$ cat src/rtl/pn_pkg.sv
// pn_pkg -- shared definitions for the PN frame sequencer.
//   state_e        : frame sequencer states
//   BT_*           : bit_type encodings driven on the output stream
//   PN_LFSR_W      : LFSR register width
//   TAP_*          : feedback tap positions (fb = s[9]^s[5]^s[0])
//   CNT_W          : width of the per-section transfer counter
package pn_pkg;

  localparam int PN_LFSR_W = 10;
  localparam int TAP_HI    = 9;
  localparam int TAP_MID   = 5;
  localparam int TAP_LO    = 0;
  localparam int CNT_W     = 16;

  typedef enum logic [2:0] {
    ST_IDLE  = 3'd0,
    ST_LOAD  = 3'd1,
    ST_PRE   = 3'd2,
    ST_PAY   = 3'd3,
    ST_GUARD = 3'd4,
    ST_DONE  = 3'd5
  } state_e;

  localparam logic [1:0] BT_IDLE  = 2'd0;
  localparam logic [1:0] BT_PRE   = 2'd1;
  localparam logic [1:0] BT_PAY   = 2'd2;
  localparam logic [1:0] BT_GUARD = 2'd3;

endpackage

$ cat src/rtl/pn_lfsr.sv
// pn_lfsr -- Fibonacci LFSR with synchronous load and shift enable.
// A zero seed is replaced by 1 on load so the register can never lock up.
// Ports:
//   clk, reset : clock, asynchronous active-high reset (register resets to 1)
//   load_i     : load seed_i (takes priority over shift_i)
//   seed_i     : seed value
//   shift_i    : advance one step
//   chip_o     : current output chip, s[0]
module pn_lfsr
  import pn_pkg::*;
#(
  parameter int LFSR_W = PN_LFSR_W
) (
  input  logic              clk,
  input  logic              reset,
  input  logic              load_i,
  input  logic [LFSR_W-1:0] seed_i,
  input  logic              shift_i,
  output logic              chip_o
);

  localparam logic [LFSR_W-1:0] LFSR_ONE = {{(LFSR_W-1){1'b0}}, 1'b1};

  logic [LFSR_W-1:0] lfsr_q;
  logic [LFSR_W-1:0] lfsr_d;

  // Next-state: load wins over shift; otherwise hold.
  always_comb begin
    lfsr_d = lfsr_q;
    if (load_i) begin
      lfsr_d = (seed_i == '0) ? LFSR_ONE : seed_i;
    end else if (shift_i) begin
      lfsr_d = {lfsr_q[TAP_HI] ^ lfsr_q[TAP_MID] ^ lfsr_q[TAP_LO], lfsr_q[LFSR_W-1:1]};
    end else begin
      lfsr_d = lfsr_q;
    end
  end

  // LFSR state register.
  always_ff @(posedge clk or posedge reset) begin
    if (reset) begin
      lfsr_q <= LFSR_ONE;
    end else begin
      lfsr_q <= lfsr_d;
    end
  end

  assign chip_o = lfsr_q[0];

endmodule

$ cat src/rtl/pn_frame_ctrl.sv
// pn_frame_ctrl -- frame sequencer for the PN test transmitter.
// Emits one frame per start: PRE_LEN LFSR preamble chips, PAY_LEN payload
// bits forwarded from upstream, then GUARD_LEN zeros, on a valid/ready stream.
// Build option: `define PN_SCRAMBLE_EN to XOR payload bits with the LFSR chip
// stream, which keeps running through the payload.
// Ports:
//   clk, reset            : clock, asynchronous active-high reset
//   start, seed           : frame request (IDLE only) and LFSR seed
//   abort                 : drop the frame, IDLE next cycle, no done
//   pay_bit/valid/ready   : upstream payload bit stream
//   bit_o/valid/ready     : downstream bit stream
//   bit_type              : 0 idle, 1 preamble, 2 payload, 3 guard
//   busy, done            : not-IDLE flag, one-cycle completion pulse
module pn_frame_ctrl
  import pn_pkg::*;
#(
  parameter int LFSR_W    = PN_LFSR_W,
  parameter int PRE_LEN   = 31,
  parameter int PAY_LEN   = 64,
  parameter int GUARD_LEN = 4
) (
  input  logic              clk,
  input  logic              reset,
  input  logic              start,
  input  logic              abort,
  input  logic [LFSR_W-1:0] seed,
  input  logic              pay_bit,
  input  logic              pay_valid,
  output logic              pay_ready,
  output logic              bit_o,
  output logic              bit_valid,
  input  logic              bit_ready,
  output logic [1:0]        bit_type,
  output logic              busy,
  output logic              done
);

  // Counters compare against length-1 so the last transfer of a section is
  // recognised in the same cycle it happens.
  localparam logic [CNT_W-1:0] PRE_LAST   = CNT_W'(PRE_LEN - 1);
  localparam logic [CNT_W-1:0] PAY_LAST   = CNT_W'(PAY_LEN - 1);
  localparam logic [CNT_W-1:0] GUARD_LAST = CNT_W'((GUARD_LEN > 0) ? (GUARD_LEN - 1) : 0);
  localparam bit               SKIP_GUARD = (GUARD_LEN == 0);

  state_e            state_q, state_d;
  logic [CNT_W-1:0]  cnt_q, cnt_d;
  logic [LFSR_W-1:0] seed_q, seed_d;
  logic              lfsr_load_s;
  logic              lfsr_shift_s;
  logic              chip_s;

  pn_lfsr #(.LFSR_W(LFSR_W)) u_lfsr (
    .clk     (clk),
    .reset   (reset),
    .load_i  (lfsr_load_s),
    .seed_i  (seed_q),
    .shift_i (lfsr_shift_s),
    .chip_o  (chip_s)
  );

  // Next-state, counter, LFSR control and stream outputs.
  always_comb begin
    state_d      = state_q;
    cnt_d        = cnt_q;
    seed_d       = seed_q;
    lfsr_load_s  = 1'b0;
    lfsr_shift_s = 1'b0;
    pay_ready    = 1'b0;
    bit_o        = 1'b0;
    bit_valid    = 1'b0;
    bit_type     = BT_IDLE;
    busy         = 1'b1;
    done         = 1'b0;

    case (state_q)
      ST_IDLE: begin
        busy = 1'b0;
        if (start) begin
          state_d = ST_LOAD;
          seed_d  = seed;
        end else begin
          state_d = ST_IDLE;
        end
      end

      ST_LOAD: begin
        lfsr_load_s = 1'b1;
        cnt_d       = '0;
        state_d     = ST_PRE;
      end

      ST_PRE: begin
        bit_valid = 1'b1;
        bit_o     = chip_s;
        bit_type  = BT_PRE;
        if (bit_ready) begin
          lfsr_shift_s = 1'b1;
          if (cnt_q == PRE_LAST) begin
            cnt_d   = '0;
            state_d = ST_PAY;
          end else begin
            cnt_d = cnt_q + 16'd1;
          end
        end else begin
          cnt_d = cnt_q;
        end
      end

      ST_PAY: begin
        bit_valid = pay_valid;
        pay_ready = bit_ready;
        bit_type  = BT_PAY;
`ifdef PN_SCRAMBLE_EN
        bit_o = pay_bit ^ chip_s;
`else
        bit_o = pay_bit;
`endif
        if (pay_valid && bit_ready) begin
`ifdef PN_SCRAMBLE_EN
          lfsr_shift_s = 1'b1;
`else
          lfsr_shift_s = 1'b0;
`endif
          if (cnt_q == PAY_LAST) begin
            cnt_d   = '0;
            state_d = SKIP_GUARD ? ST_DONE : ST_GUARD;
          end else begin
            cnt_d = cnt_q + 16'd1;
          end
        end else begin
          cnt_d = cnt_q;
        end
      end

      ST_GUARD: begin
        bit_valid = 1'b1;
        bit_o     = 1'b0;
        bit_type  = BT_GUARD;
        if (bit_ready) begin
          if (cnt_q == GUARD_LAST) begin
            cnt_d   = '0;
            state_d = ST_DONE;
          end else begin
            cnt_d = cnt_q + 16'd1;
          end
        end else begin
          cnt_d = cnt_q;
        end
      end

      ST_DONE: begin
        done    = 1'b1;
        state_d = ST_IDLE;
      end

      default: begin
        busy    = 1'b0;
        cnt_d   = '0;
        state_d = ST_IDLE;
      end
    endcase

    // Abort overrides every transition, including a start seen in IDLE.
    if (abort) begin
      state_d = ST_IDLE;
      cnt_d   = '0;
    end else begin
      state_d = state_d;
    end
  end

  // State, counter and captured-seed registers.
  always_ff @(posedge clk or posedge reset) begin
    if (reset) begin
      state_q <= ST_IDLE;
      cnt_q   <= '0;
      seed_q  <= '0;
    end else begin
      state_q <= state_d;
      cnt_q   <= cnt_d;
      seed_q  <= seed_d;
    end
  end

endmodule

$ cat config.mk
export PLATFORM = sky130hd
export DESIGN_NAME = pn_frame_ctrl
export DESIGN_NICKNAME = d
export VERILOG_FILES = /design/src/rtl/pn_pkg.sv /design/src/rtl/pn_lfsr.sv /design/src/rtl/pn_frame_ctrl.sv
export SDC_FILE = /design/constraint.sdc
export NUM_CORES = 1
export LEC_CHECK = 0
export BUFFER_PORTS_ARGS = -buffer_cell sky130_fd_sc_hd__buf_2
export CAP_MARGIN = 20
export CORE_MARGIN = 5
export CORE_UTILIZATION = 36
export CTS_CLUSTER_DIAMETER = 150
export DETAILED_ROUTE_END_ITERATION = 8
export MAX_ROUTING_LAYER = met4
export PLACE_DENSITY = 0.5
export RECOVER_POWER = 100
export SYNTH_ARGS = -nofsm -noshare
export SYNTH_HDL_FRONTEND = slang
export SYNTH_SLANG_ARGS = --single-unit
export TNS_END_PERCENT = 10
$ cat constraint.sdc
create_clock -name clk -period 2.36 [get_ports clk]
set_input_delay 0.118 -clock clk [delete_from_list [all_inputs] [get_ports clk]]
set_output_delay 0.118 -clock clk [all_outputs]
set_load 0.05 [all_outputs]
==> key figures, run 1 <==
Yosys
  • Top cell type's share of synthesized area: 0.435
  • Largest cells by area after synthesis: dfrtp_1, mux2_2, nor2_1, nand2_1, a21oi_1
  • Synth cell types: 51
  • Mapped Nets: 254
  • Number of synthesized flops with an enable pin: 0
  • Largest area contributor in the netlist: dfrtp_1
  • Seq/Total Area, Yosys: 0.447
  • Main synth FF type: dfrtp_1
  • #FFs+latches synth: 39
  • Syn Area/Cell: 9.31 µm²
  • Post-synth ARST share: 1.00
  • Ys Warns: 0
  • Post-Synthesis Cells: 235
  • Mapped cell area: 2190 µm²

Setup path
  • Critical path peak fanout: 11
  • Worst R2R Path Depth: 6
  • Setup crit start kind: flip-flop
  • CP endpoint kind: flip-flop
  • Crit path kind: reg2reg
  • CP max-delay cell: or4_4
  • CP Cell Sequence: buf_4, nor2b_1, o21a_1, o31ai_4, or4_4, a21oi_2
  • Critical Path RT: 2580 ps
  • Critical Path AT: 2310 ps
  • Max incr delay on CP: 510 ps

Die
  • # IOs: 24
  • Die area: 7740 µm²
  • Die Ht: 88.0 µm
  • Starting density of the core: 0.370
  • Die width: 88.0 µm
  • Floorplan row count: 28
  • Core ar.: 5920 µm²

Cells and area
  • Layout cell share with drive strength beyond 1: 0.199
  • Final net count: 285
  • Fill cells: 590
  • Synthesis-to-layout area growth: 15.7%
  • Util after Layout: 0.428
  • Antenna cells: 0

Route
  • Metal2 WL: 2270 µm
  • Routed vias/inst: 5.47
  • First drt pass iteration count: 4
  • Via count: 1870
  • DR iter-0 viols: 109
  • DRT Wirelength: 5170 µm
  • Antenna-violating nets left: 0
  • M1 WL: 2560 µm
  • Met3 Routed Length: 244 µm
  • Highest metal used: met4
  • Wirelength per Cell: 15.1 µm
  • DRC: 0

Clock tree
  • Num Clock Sinks: 39
  • CTS tree: yes
  • TritonCTS Buffers: 5
  • Clock tree buffer depth: 2
  • Worst-skew pair later-pin latency: 300 ps
  • Root Driver: clkbuf_8
  • Clock transition at the registers of the reported paths: 90 ps
  • Htree depth: 2

Placed design
  • Port buffer count: 23
  • Gp weighted congestion: 0.754
  • DP HPWL: 3680 µm
  • Worst slack, placed: 221 ps

STA
  • Setup WS post-layout: 266 ps
  • Final worst-path cycle share: 0.887
  • Worst-margin pin slew: 1010 ps
  • Max Fclk: 478 MHz
  • Min cycle time layout: 2090 ps
  • Max-slew violation count: 0
  • Hold Vio Cnt, Final: 0
  • Sum Neg Setup Slack: 0 ps
  • RSZ-0062 raised after global routing: no
  • Skew final: 13.5 ps
  • Final setup viols: 0
  • Slew margin rel.: 0.324

Flow run
  • Max-Cap Viols: 0

Global route
  • GRT Overall Usage: 0.151
  • Largest net degree at the start of global routing: 40
  • Initial antenna violation count: 0
  • Gr ovfl total: 0
  • Global-route wire length before repair: 8900 µm
  • Vias in the first global route: 1747

Power and ir drop
  • Maximum vdd drop: 0.000570 V
  • Leakage power: 1.00 nW
  • P per Cell Area: 1050 nW/µm²

Hold path
  • Hold path depth: 2
  • Worst hold path class: in2reg

Run status
  • Status: finished, final reports clean
[flip-flops by register name, summed over array words and instances, names as in the netlist]
register       cells
seed_q            10
state_q            3
u_lfsr.lfsr_q     10
cnt_q             16
[cell type report]
cell class              instances  area (µm²)  share of cell area
clock buffers                   5        68.8              0.0272
clock inverters                 3        43.8              0.0173
inverters                       6        22.5             0.00889
multi-input cells             180        1140               0.452
flip-flops and latches         39         977               0.386
well taps                      75        93.8              0.0371
repair buffers                 34         181              0.0716
[routing by layer]
metal,global-route usage,up-vias
met1,0.211,887
met2,0.217,48
met3,0.0320,7
met4,0.0502,0
met5,-,-
li1,-,928
[per-stage QoR]
step	hold WS, ps	instances	power, mW	area [µm²]
floorplan	270	235	1.82	2190
global placement	277	331	2.11	2410
detailed placement	273	331	2.11	2410
CTS	44.9	340	2.68	2540
global route	35.4	342	2.85	2530
finish	48.9	342	2.66	2530
[critical path, delay by kind of cell (launching register included)]
family,cells,cell delay (ps)
compound gates,3,740
buf+inv,1,200
flops,1,450
simple gates,2,630
[cell usage after synthesis, types with 5 or more instances]
cell,n
o31ai_1,5
nand2_1,23
nor2_1,27
mux2_2,10
dfrtp_1,38
o22ai_1,6
nor3_1,8
o21ai_0,12
clkbuf_1,5
a21oi_1,15
buf_2,5
inv_1,6
nand3_1,11
[layout by cell type (no fill, tap or decap), types with 2 or more instances in the layout]
cell       n
buf_4      7
o21ai_0   12
xor2_1     4
mux2_2    10
a21oi_1   15
nor3_1     8
a22o_1     4
nor4_1     4
o211ai_1   2
xnor2_1    2
or3_1      4
o31ai_1    5
a311oi_1   2
ha_1       2
nand2b_1   3
clkbuf_8   5
clkbuf_1   9
o22ai_1    6
nand3_1   11
nor2b_1    3
o31ai_4    2
inv_1      6
buf_2     16
a31oi_1    4
nand2_1   23
and3_1     2
nor2_1    27
dfrtp_1   38
[cell families (layout without fill, tap and decap cells)]
kind of cell,after synthesis,after routing,share of synthesized area
AND/OR/NAND/NOR,95,95,0.212
AO/OA/AOI/OAI,66,66,0.220
flip-flops,39,39,0.447
buffers and inverters,16,48,0.0303
multiplexers,11,11,0.0560
XOR/XNOR,6,6,0.0240
adder cells (fa/ha/maj),2,2,0.0114
[path summary, 6_finish.rpt]
check,startpoint,to,slack (ps)
min in group asynchronous,reset,u_lfsr.lfsr_q[4],680
max,state_q[0],cnt_q[15],270
max in group asynchronous,reset,cnt_q[4],1050
min reg2reg,u_lfsr.lfsr_q[1],u_lfsr.lfsr_q[1],510
min,seed[8],seed_q[8],50
max reg2reg,state_q[0],cnt_q[15],270
[power by group]
group	switching (mW)	leakage (nW)	total [mW]	internal, mW
sequential	0.152	0.493	1.03	0.873
clock	0.247	0.0581	0.562	0.315
combinational	0.678	0.450	1.07	0.394
total	1.08	1.00	2.66	1.58
[repair_timing]
| action | CTS | global route |
|---|---|---|
| buffers inserted | 0 | 2 |
| resized for setup | 0 | 0 |
| setup endpoints to repair | 0 | 9 |
| endpoints found under the hold margin | 38 | 0 |
| hold buffers | 1 | 0 |
No activity file was read; power rests on OpenSTA's default activity.
==> inputs of run 2 (changes only) <==
--- a/config.mk
+++ b/config.mk
@@ -14,6 +14,7 @@
 export MAX_ROUTING_LAYER = met4
 export PLACE_DENSITY = 0.5
 export RECOVER_POWER = 100
+export REMOVE_ABC_BUFFERS = 1
 export SYNTH_ARGS = -nofsm -noshare
 export SYNTH_HDL_FRONTEND = slang
 export SYNTH_SLANG_ARGS = --single-unit
==> key figures, run 2 (synthesis gave the netlist of run 1 again) <==
Setup path
  • CP endpoint kind: flip-flop
  • Reg2reg start: cnt_q[15]
  • Critical Path RT: 2540 ps
  • CP Cell Sequence: nor4_1, nand3_1, o31ai_1, clkbuf_1, a22o_1, a21oi_1
  • Worst R2R Path Depth: 6
  • Flop-to-flop setup slack: 220 ps
  • Max incr delay on CP: 540 ps
  • CP bufs+invs: 1
  • Critical path's top delay family: compound AO/OA/AOI/OAI gates
  • Critical path peak fanout: 4
  • Critical Path AT: 2320 ps
  • R2r endpoint: cnt_q[5]
  • Crit path kind: reg2reg
  • CP max-delay cell: o31ai_1
  • Setup crit start kind: flip-flop

Route
  • Antenna-violating nets left: 0
  • DRC: 0
  • DR iter-0 viols: 124
  • First drt pass iteration count: 4
  • Routed vias/inst: 5.40
  • Wirelength per Cell: 15.4 µm
  • Via count: 1836
  • DRT Wirelength: 5230 µm

Run status
  • Status: finished, final reports clean

Cells and area
  • Largest register FFs: 16
  • Final net count: 283
  • Antenna cells: 0
  • Final instance area: 2500 µm²
  • Synthesis-to-layout area growth: 14.5%
  • Biggest registers after layout: cnt_q (16), seed_q (10), u_lfsr.lfsr_q (10)
  • Fill cells: 615
  • Layout cell share with drive strength beyond 1: 0.181
  • Commonest non-fill, non-tap cell in the layout: dfrtp_1
  • Most frequent cells in the layout: dfrtp_1, nor2_1, nand2_1, a21oi_1, buf_2
  • Most flops, register: cnt_q

Clock tree
  • CTS tree: yes
  • Postcts setup bufs: 0
  • Clock transition at the registers of the reported paths: 80 ps
  • Root Driver: clkbuf_8
  • TritonCTS Buffers: 5
  • Worst-skew pair later-pin latency: 300 ps
  • Num Clock Sinks: 39
  • Clock tree buffer depth: 2
  • Htree depth: 2

Placed design
  • Gp weighted congestion: 0.785
  • DP Area: 2410 µm²
  • DP HPWL: 3740 µm
  • Port buffer count: 23

STA
  • Worst-margin pin slew: 1020 ps
  • Skew final: 4.95 ps
  • RSZ-0062 raised after global routing: no
  • Final worst-path cycle share: 0.908
  • Sum Neg Setup Slack: 0 ps
  • Min cycle time layout: 2140 ps
  • Slew margin rel.: 0.319
  • Final setup viols: 0
  • Hold Vio Cnt, Final: 0
  • Max Fclk: 467 MHz
  • Max-slew violation count: 0

Hold path
  • HP Start: seed[7]
  • Hold path depth: 2
  • Worst hold path class: in2reg
  • Hold EP: seed_q[7]

Power and ir drop
  • Leakage power: 0.986 nW
  • P per Cell Area: 1050 nW/µm²
  • Maximum vdd drop: 0.000434 V
  • Register share of total power: 0.400
  • Switch Pwr: 1.07 mW
  • Net Sw Frac: 0.406
  • Combinational share of power: 0.384
  • Clock Power Share: 0.216
  • Internal power: 1.56 mW

Die
  • Floorplan row count: 28
  • Die Ht: 88.0 µm
  • # IOs: 24
  • Die area: 7740 µm²
  • Starting density of the core: 0.370
  • Die width: 88.0 µm
  • Core ar.: 5920 µm²

Global route
  • Vias in the first global route: 1758
  • Largest net degree at the start of global routing: 40
  • Global-route wire length before repair: 8760 µm
  • Initial antenna violation count: 0
  • Gr ovfl total: 0
  • GRT Overall Usage: 0.152

Flow run
  • Max-Cap Viols: 0
run 2: cell types whose count changed in the layout (fill, tap and decap cells not counted), sizes merged:
cell,before,now
buf,23,20
clkbuf,15,16
run 2: worst max-delay path by stage:
stage	slack, ps	from	depth (start not counted)	endpoint
3_3_place_gp	210	cnt_q[12]	5	cnt_q[11]
6_report	220	cnt_q[15]	6	cnt_q[5]
4_1_cts	180	cnt_q[15]	5	cnt_q[8]
5_1_grt	30	cnt_q[12]	5	state_q[2]
2_1_floorplan	390	state_q[0]	5	cnt_q[15]
3_5_place_dp	200	cnt_q[12]	5	cnt_q[2]
run 2: metal layers:
metal	vias up	GRT usage	part of all wire
met5	-	-	0
met4	0	0.0683	0.024
met3	12	0.0292	0.039
met2	33	0.198	0.41
met1	869	0.225	0.53
li1	922	-	-
run 2: stage by stage:
step	setup slack, ps	power [mW]	utilization	instances	hold WS, ps
after floorplan	393	1.79	-	225	181
after global placement	213	2.11	0.408	331	277
after detailed placement	196	2.11	0.408	331	276
after CTS	176	2.68	0.428	340	38.7
after global routing	25.3	2.82	0.423	340	32.3
final	218	2.63	0.423	340	45.5
run 2: repair_timing:
item,4_1_cts,5_1_grt
hold endpoints to repair,38,0
resized for setup,0,0
hold buffers,1,0
run 2: cell type report:
cell class | instances | area (µm²) | share of cell area
Clock buffer | 5 | 68.8 | 0.0275
Clock inverter | 3 | 43.8 | 0.0175
Inverter | 6 | 22.5 | 0.00899
Multi-Input combinational cell | 180 | 1140 | 0.454
Sequential cell | 39 | 977 | 0.390
Tap cell | 75 | 93.8 | 0.0375
Timing Repair Buffer | 32 | 163 | 0.0649
run 2: power by group through the flow:
| stage | logic, mW | registers (mW) | clock network (mW) |
|---|---|---|---|
| after global placement | 1.04 | 1.07 | 0 |
| after CTS | 1.05 | 1.05 | 0.585 |
| final | 1.01 | 1.05 | 0.566 |
| after global routing | 1.12 | 1.08 | 0.616 |
| after floorplan | 0.774 | 1.02 | 0 |
| after detailed placement | 1.04 | 1.06 | 0 |
run 2: worst reg2reg max path: stages (launching register included):
cell and delay [ps]:
dfrtp_1 400, nor4_1 460, nand3_1 200, o31ai_1 540
clkbuf_1 200, a22o_1 150, a21oi_1 60
